## config.mk

```make
export PLATFORM = sky130hd
export DESIGN_NAME = sc_mult_scheduler
export DESIGN_NICKNAME = d
export VERILOG_FILES = /design/src/rtl/sc_mult_scheduler.sv
export SDC_FILE = /design/constraint.sdc
export NUM_CORES = 1
export LEC_CHECK = 0
export CAP_MARGIN = 20
export CORE_MARGIN = 2
export CORE_UTILIZATION = 51
export CTS_CLUSTER_DIAMETER = 30
export DETAILED_ROUTE_END_ITERATION = 8
export MAX_ROUTING_LAYER = met4
export PLACE_DENSITY = 0.8
export SLEW_MARGIN = 20
export SYNTH_ARGS = -nofsm -noshare
export SYNTH_HDL_FRONTEND = slang
export SYNTH_SLANG_ARGS = --single-unit
```

## constraint.sdc

```tcl
create_clock -name clk -period 2.2 [get_ports clk]
set_input_delay 0.33 -clock clk [delete_from_list [all_inputs] [get_ports clk]]
set_output_delay 0.33 -clock clk [all_outputs]
set_load 0.02 [all_outputs]
```

## src/rtl/sc_mult_scheduler.sv

```systemverilog
// sc_mult_scheduler: two-requester round-robin scheduler for a stochastic-computing multiplier.
// Each job counts the ones of an AND/XNOR product stream built from two LFSR comparators.
module sc_mult_scheduler #(
  parameter logic [30:0] SEED_A = 31'd1,
  parameter logic [30:0] SEED_B = 31'd2
) (
  input  logic       clk,
  input  logic       rst_n,
  input  logic [1:0] req_valid,
  output logic [1:0] req_ready,
  input  logic [7:0] req_a,
  input  logic [7:0] req_b,
  input  logic [3:0] req_len,
  input  logic [1:0] req_mode,
  output logic       res_valid,
  input  logic       res_ready,
  output logic [6:0] res_count,
  output logic       res_id,
  output logic       busy
);
  typedef enum logic [1:0] {IDLE, SEED, RUN, DONE} state_t;
  state_t state;
  logic prio, gnt, mode, sn_a, sn_b, prod;
  logic [3:0] a, b;
  logic [1:0] len;
  logic [30:0] lfsr_a, lfsr_b;
  logic [6:0] bit_cnt;
  // prio names the requester that wins a tie
  assign gnt = &req_valid ? prio : req_valid[1];
  assign req_ready = (state == IDLE && !rst_n && |req_valid) ? (gnt ? 2'b10 : 2'b01) : 2'b00;
  assign sn_a = lfsr_a[3:0] < a;
  assign sn_b = lfsr_b[3:0] < b;
  assign prod = mode ? ~(sn_a ^ sn_b) : sn_a & sn_b;
  assign busy = state != IDLE;
  always_ff @(posedge clk) begin
    if (rst_n) begin
      state <= IDLE;
      prio <= 1'b0;
      res_valid <= 1'b0;
      res_count <= 7'd0;
      res_id <= 1'b0;
      lfsr_a <= SEED_A;
      lfsr_b <= SEED_B;
      bit_cnt <= 7'd0;
      a <= 4'd0;
      b <= 4'd0;
      len <= 2'd0;
      mode <= 1'b0;
    end else begin
      case (state)
        IDLE: if (|req_ready) begin
          a <= gnt ? req_a[7:4] : req_a[3:0];
          b <= gnt ? req_b[7:4] : req_b[3:0];
          len <= gnt ? req_len[3:2] : req_len[1:0];
          mode <= req_mode[gnt];
          res_id <= gnt;
          prio <= ~gnt;
          state <= SEED;
        end
        SEED: begin
          lfsr_a <= SEED_A;
          lfsr_b <= SEED_B;
          bit_cnt <= 7'd0;
          res_count <= 7'd0;
          state <= RUN;
        end
        RUN: begin
          lfsr_a <= {lfsr_a[29:0], lfsr_a[30] ^ lfsr_a[27]};
          lfsr_b <= {lfsr_b[29:0], lfsr_b[30] ^ lfsr_b[27]};
          bit_cnt <= bit_cnt + 7'd1;
          res_count <= res_count + {6'd0, prod};
          if (bit_cnt == (7'd8 << len) - 7'd1) begin
            state <= DONE;
            res_valid <= 1'b1;
          end
        end
        DONE: if (res_ready) begin
          state <= IDLE;
          res_valid <= 1'b0;
        end
      endcase
    end
  end
endmodule

```

==> impl_metrics.tcl, run 1 <==
set metrics [dict create \
    status "complete, but fails checks" \
    violations "negative setup slack" \
    syn_avg_cell_area_um2 8.723 \
    clockBufferDepth 2 \
    critPathKind "register to register" \
    cp_cell_sequence "inv_2, ha_4, a21o_1, a21o_1, a21oi_2, ha_1, mux2i_2, ha_2, ha_4, nand4_1, or3_1, a21oi_2" \
    synth_seq_cells 92 \
    clkLatencyLatePin_ns 0.36 \
    vias 3251 \
    synthTopCellsByArea "dfxtp_1, nand2b_1, a21oi_1, nand3_1, ha_1" \
    wl_mm 7.892 \
    area_growth_pct 20.48 \
    finClkSkew_ns 0.01154 \
    synth_top_area_share 0.4630 \
    synth_cells 456 \
    final_cell_count_no_fill 600 \
    worst_hold_slack_ns 0.3054 \
    dp_cells 583 \
    powerDensity_nw_per_um2 910.2 \
    antenna_found_initial 0 \
    rsz0062_at_grt "true" \
    r2r-end "res_count[6]$_SDFFE_PP0P_" \
    die_height_um 92.31 \
    crit_start "b[1]$_SDFFE_PP0P_" \
    cts_tree "yes" \
    start_util 0.5201 \
    final_area_um2 4792 \
    finalWeightedCongestion 0.8056 \
    std_cell_rows 32 \
    root_buffer "clkbuf_8" \
    hpwl_mm 5.131 \
    startpoint_type "register" \
    wire_per_inst_um 13.15 \
    syn_nets 497 \
    slew_viol_final 0 \
    grt_pass1_vias 3156 \
    min_period_ns 2.543 \
    setup_viol 6 \
    fmaxAchievable_ghz 0.3932 \
    firstDrtPassIters 6 \
    relSlewSlack 0.4861 \
    clk_pin_slew_ns 0.09 \
    synth_area_um2 3978 \
    hold_violations 0 \
    worst_pin_slew_ns 0.7657 \
    r2r-start "b[1]$_SDFFE_PP0P_" \
    die_x_um 92.31 \
    worstSetupEndpointType "register" \
    min_period_over_period 1.156 \
    num-fill-cells 612 \
    drive_gt1_frac 0.1325 \
    synth_cell_types 40 \
    drtIter0Drc 246 \
    irDropWorstVdd_v 0.0005239 \
    cp_slowest_cell "or3_1" \
    slowest_delay_ns 0.35 \
    max_cap_viol_count 0 \
    ff2ff_path_depth 12 \
    grt_use_total 0.1981 \
    numCtsBuffers 9 \
    grt_max_degree 75 \
    hold_path.class "input port to register" \
    h-tree-depth 3 \
    core-area_um2 7647 \
    crit_arrival_ns 2.84 \
    numClockSinks 92 \
    port_buffers 38 \
    placed_cell_area_um2 4526 \
    antenna-diode-count 0 \
    fin_nets 535 \
    endpoint "res_count[6]$_SDFFE_PP0P_" \
    worstPathMaxFanout 3 \
    setup_ws_ns -0.3433 \
    cp_data_required_time_ns 2.50 \
    fin_setup_tns_ns -1.104 \
    route.antenna.remaining_nets 0 \
    p_leak_nw 1.620 \
    yosysWarningCount 0 \
    rrSetupSlack_ns -0.34 \
    layout_common_cells "dfxtp_1, a21oi_1, nand2b_1" \
    grt_pass1_wl_mm 13.41 \
    globalRouteOverflowTotal 0 \
    drc 0 \
    vias_per_cell 5.418 \
    yosys.area.top_type "dfxtp_1" \
    yosysSeqAreaShare 0.4630 \
    layout_commonest_cell "dfxtp_1" \
    dieArea_um2 8521 \
    pin_count 39 \
]
logic make-up after synthesis:
| group | after synthesis | synth area share |
|---|---|---|
| and+or+nand+nor | 183 | 0.2507 |
| AOI/OAI and AO/OA | 108 | 0.1658 |
| DFF | 92 | 0.4630 |
| buffers and inverters | 48 | 0.05159 |
| adders and majority gates | 14 | 0.04404 |
| xor gates and xnor gates | 9 | 0.01982 |
| muxes | 2 | 0.005033 |
worst max-delay path, delay by kind of cell, from the launching register on:
kind,cells,cell delay (ns)
fa+ha+maj,4,0.83
compound gates,4,0.62
simple gates,2,0.46
flops,1,0.34
mux,1,0.18
buf+inv,1,0.04
worst min path at each step:
stage / from / end / cells after the start
global route: rst_n / b[1]$_SDFFE_PP0P_ / 2
floorplan: lfsr_a[29]$_SDFFE_PP0P_ / lfsr_a[29]$_SDFFE_PP0P_ / 2
detailed placement: lfsr_b[14]$_SDFFE_PP0P_ / lfsr_b[14]$_SDFFE_PP0P_ / 2
global placement: lfsr_b[29]$_SDFFE_PP0P_ / lfsr_b[29]$_SDFFE_PP0P_ / 2
CTS: rst_n / b[1]$_SDFFE_PP0P_ / 2
finish: rst_n / b[1]$_SDFFE_PP0P_ / 2
where the power goes:
group	leakage [nW]	internal [mW]	total, mW	switching, mW
Sequential	0.744	1.74	1.80	0.0609
Clock	0.0967	0.533	1.14	0.609
Combinational	0.780	0.642	1.42	0.776
Total	1.62	2.92	4.36	1.45
state kept, by name, indices dropped and copies added (netlist names):
| signal | flops |
|---|---|
| a | 4 |
| b | 4 |
| bit_cnt | 7 |
| len | 2 |
| lfsr_a | 31 |
| lfsr_b | 31 |
| mode | 1 |
| prio | 1 |
| res_count | 7 |
| res_id | 1 |
| res_valid | 1 |
| state | 2 |
metal layers:
| layer | GRT usage | share of wire | up-vias |
|---|---|---|---|
| met1 | 0.2275 | 0.46 | 1523 |
| li1 | - | - | 1656 |
| met3 | 0.04963 | 0.037 | 12 |
| met2 | 0.3388 | 0.49 | 60 |
| met5 | - | 0 | - |
| met4 | 0.06716 | 0.017 | 0 |
repair_timing:
action                                  CTS  global route
pin swaps                                 5             0
setup buffers                             2             1
hold buffers                              0             0
resized for setup                        13             2
hold endpoints to repair                  0             0
endpoints found under the setup margin    9             6
stage by stage:
step                      utilization  worst slack, ns  power, mW
after floorplan                     -          -0.1198      2.866
after global placement         0.5918          -0.3147      3.153
after detailed placement       0.5918          -0.4630      3.199
after CTS                      0.6255          -0.3601      4.378
after global routing           0.6266          -0.4744      4.592
final                          0.6266          -0.3433      4.362
synth_stat cells, drive strengths merged:
library cell,number
dfxtp,92
a21oi,74
nand2b,68
nand3,64
nor2,23
buf,18
clkbuf,18
ha,14
inv,12
a222oi,11
nand2,9
xor2,8
o21ai,7
a21o,6
or3,5
nand4,4
nor2b,3
a211oi,2
mux2i,2
nor3,2
o21a,2
or2,2
a2111o,1
a2111oi,1
a211o,1
a311oi,1
and2,1
and3b,1
nand3b,1
o21bai,1
o311ai,1
xnor2,1
area by class of cell:
| cell class | instances | area, um^2 | area share |
|---|---|---|---|
| sequential | 92 | 1847 | 0.3854 |
| timing repair buffer | 63 | 560.5 | 0.1170 |
| clock buffer | 9 | 123.9 | 0.02585 |
| clock inverter | 6 | 72.57 | 0.01514 |
| inverter | 12 | 45.04 | 0.009399 |
| tap | 102 | 127.6 | 0.02663 |
| multi-input combinational | 316 | 2016 | 0.4206 |
Note: power is estimated with default switching activity, not from simulation.
==> inputs of run 2 (changes only) <==
--- a/config.mk
+++ b/config.mk
@@ -6,12 +6,13 @@
 export NUM_CORES = 1
 export LEC_CHECK = 0
 export CAP_MARGIN = 20
-export CORE_MARGIN = 2
+export CORE_MARGIN = 10
 export CORE_UTILIZATION = 51
 export CTS_CLUSTER_DIAMETER = 30
 export DETAILED_ROUTE_END_ITERATION = 8
 export MAX_ROUTING_LAYER = met4
 export PLACE_DENSITY = 0.8
+export SKIP_LAST_GASP = 1
 export SLEW_MARGIN = 20
 export SYNTH_ARGS = -nofsm -noshare
 export SYNTH_HDL_FRONTEND = slang
==> constraint.sdc (replaced) <==
create_clock -name clk -period 2.2 [get_ports clk]
set_input_delay 0.33 -clock clk [delete_from_list [all_inputs] [get_ports clk]]
set_output_delay 0.33 -clock clk [all_outputs]
set_load 0.01 [all_outputs]
==> run 2 against run 1 <==
- the flow still finishes with violations (negative setup slack)
- highest routed layer unchanged
- die area up 38%
- final cell count up 0.17%
- maximum frequency up 2.6%
- sequential share of layout area about the same
- clock skew up 0.0016 ns
- non-clock buffer count unchanged
- core utilization about the same
- register-to-register slack better by 0.07 ns
- largest power group unchanged
- first-iteration DRC count down 27%
==> impl_metrics.tcl, run 2 (synthesized netlist as in run 1, its figures left out) <==
set metrics [dict create \
    drive_gt1_frac 0.1283 \
    layout_commonest_cell "dfxtp_1" \
    worstPathMaxFanout 3 \
    numClockSinks 92 \
    root_buffer "clkbuf_8" \
    dp_cells 583 \
    worst_hold_startpoint "rst_n" \
    finalWeightedCongestion 0.7995 \
    wl_mm 7.913 \
    antenna_found_initial 0 \
    start_util 0.5201 \
    crit_start "b[1]$_SDFFE_PP0P_" \
    cp_top_family "adder cells" \
    min_period_over_period 1.126 \
    globalRouteOverflowTotal 0 \
    pin_count 39 \
    wire_per_inst_um 13.17 \
    cp_slowest_cell "dfxtp_2" \
    drc 0 \
    hpwl_mm 5.240 \
    std_cell_rows 32 \
    cp_num_buf_inv 1 \
    ff2ff_path_depth 12 \
    rrSetupSlack_ns -0.28 \
    layout_common_cells "dfxtp_1, a21oi_1, nand2b_1" \
    port_buffers 38 \
    slew_viol_final 0 \
    firstDrtPassIters 6 \
    clkLatencyLatePin_ns 0.37 \
    r2r-start "b[1]$_SDFFE_PP0P_" \
    h-tree-depth 3 \
    dieArea_um2 11730 \
    cp_data_required_time_ns 2.51 \
    register_area_um2 1847 \
    p_leak_nw 1.620 \
    hold_violations 0 \
    hold_path.class "input port to register" \
    relSlewSlack 0.5823 \
    min_to "res_id$_SDFFE_PP0P_" \
    grt_pass1_vias 3017 \
    fin_nets 535 \
    critPathKind "register to register" \
    p_clk_frac 0.255 \
    hold_path_depth 2 \
    grt_max_degree 65 \
    irDropWorstVdd_v 0.0004807 \
    pwr-share-seq 0.418 \
    antenna-diode-count 0 \
    r2r-end "res_count[6]$_SDFFE_PP0P_" \
    worstSetupEndpointType "register" \
    fin_util 0.6265 \
    vias_per_cell 5.378 \
    powerDensity_nw_per_um2 899.2 \
    vias 3232 \
    violations "negative setup slack" \
    rsz0062_at_grt "true" \
    grt_use_total 0.1418 \
    die_x_um 108.3 \
    setup_ws_ns -0.2776 \
    fmaxAchievable_ghz 0.4036 \
    finClkSkew_ns 0.01318 \
    p_int_mw 2.869 \
    clk_pin_slew_ns 0.10 \
    crit_arrival_ns 2.78 \
    core-area_um2 7647 \
    numCtsBuffers 9 \
    worst_pin_slew_ns 0.6266 \
    slowest_delay_ns 0.35 \
    num-fill-cells 622 \
    max_cap_viol_count 0 \
    setup_viol 5 \
    p_total_mw 4.308 \
    multi_input_area_um2 1996 \
    final_cell_count_no_fill 601 \
    cp_cell_sequence "inv_2, ha_4, a21o_1, a21o_1, a21oi_2, ha_1, mux2i_1, ha_2, ha_4, nand4_1, or3_1, a21oi_1" \
    switching_share 0.3340 \
    drtIter0Drc 180 \
    clockBufferDepth 2 \
    area_growth_pct 20.45 \
    cts_tree "yes" \
    top_regs "lfsr_a: 31 flops, lfsr_b: 31 flops" \
    dpl_worst_slack_ns -0.3910 \
    comb_power_share 0.326 \
    route.antenna.remaining_nets 0 \
    p_sw_mw 1.439 \
    status "complete, but fails checks" \
    grt_pass1_wl_mm 13.36 \
    min_period_ns 2.478 \
    die_height_um 108.3 \
    startpoint_type "register" \
]
run 2: changes by cell type in the layout (fill, tap and decap cells not counted), sizes merged:
cell,delta
bufinv,-1
clkbuf,+1
inv,+1
clkinv,-1
clkinvlp,+1
run 2: power groups by stage:
stage | clock network, mW | logic [mW] | registers (mW)
global route | 1.19 | 1.56 | 1.81
finish | 1.10 | 1.41 | 1.80
global placement | 0 | 1.35 | 1.83
CTS | 1.12 | 1.41 | 1.80
detailed placement | 0 | 1.38 | 1.83
floorplan | 0 | 1.03 | 1.82
run 2: worst register-to-register path: cells and delay by family (launching register included):
kind / cells / cell delay [ns]
fa+ha+maj: 4 / 0.82
compound gates: 4 / 0.60
mux: 1 / 0.20
simple gates: 2 / 0.42
flops: 1 / 0.35
buf+inv: 1 / 0.04
run 2: layout make-up:
cell class / instances / area share
inverters: 12 / 0.009402
repair buffers: 63 / 0.1222
flip-flops and latches: 92 / 0.3855
clock inverters: 6 / 0.01097
multi-input cells: 316 / 0.4166
clock buffers: 10 / 0.02873
well taps: 102 / 0.02664
run 2: worst max path at each step:
stage,cells past startpoint,end,slack (ns)
floorplan,12,res_count[6]$_SDFFE_PP0P_,-0.11
global placement,12,res_count[6]$_SDFFE_PP0P_,-0.31
detailed placement,12,res_count[6]$_SDFFE_PP0P_,-0.39
CTS,12,res_count[6]$_SDFFE_PP0P_,-0.30
global route,12,res_count[6]$_SDFFE_PP0P_,-0.43
finish,12,res_count[6]$_SDFFE_PP0P_,-0.28
run 2: repair_timing:
action / 4_1_cts / 5_1_grt
setup buffers: 1 / 1
pin swaps: 1 / 1
hold buffers: 0 / 0
endpoints found under the setup margin: 8 / 6
hold endpoints to repair: 0 / 0
resized for setup: 11 / 0
run 2: per-layer routing:
metal / share of wire / GRT usage / up-vias
li1: - / - / 1664
met1: 0.45 / 0.1603 / 1506
met2: 0.49 / 0.2341 / 48
met3: 0.047 / 0.03688 / 14
met4: 0.021 / 0.05744 / 0
met5: 0 / - / -
run 2: metrics by stage:
stage	instance area, um^2	hold slack [ns]	setup TNS [ns]
finish	4791	0.2184	-1.058
global route	4791	0.2294	-1.770
CTS	4783	0.2107	-0.9442
detailed placement	4551	0.4581	-1.430
global placement	4551	0.4545	-1.032
floorplan	3995	0.4459	-0.1206
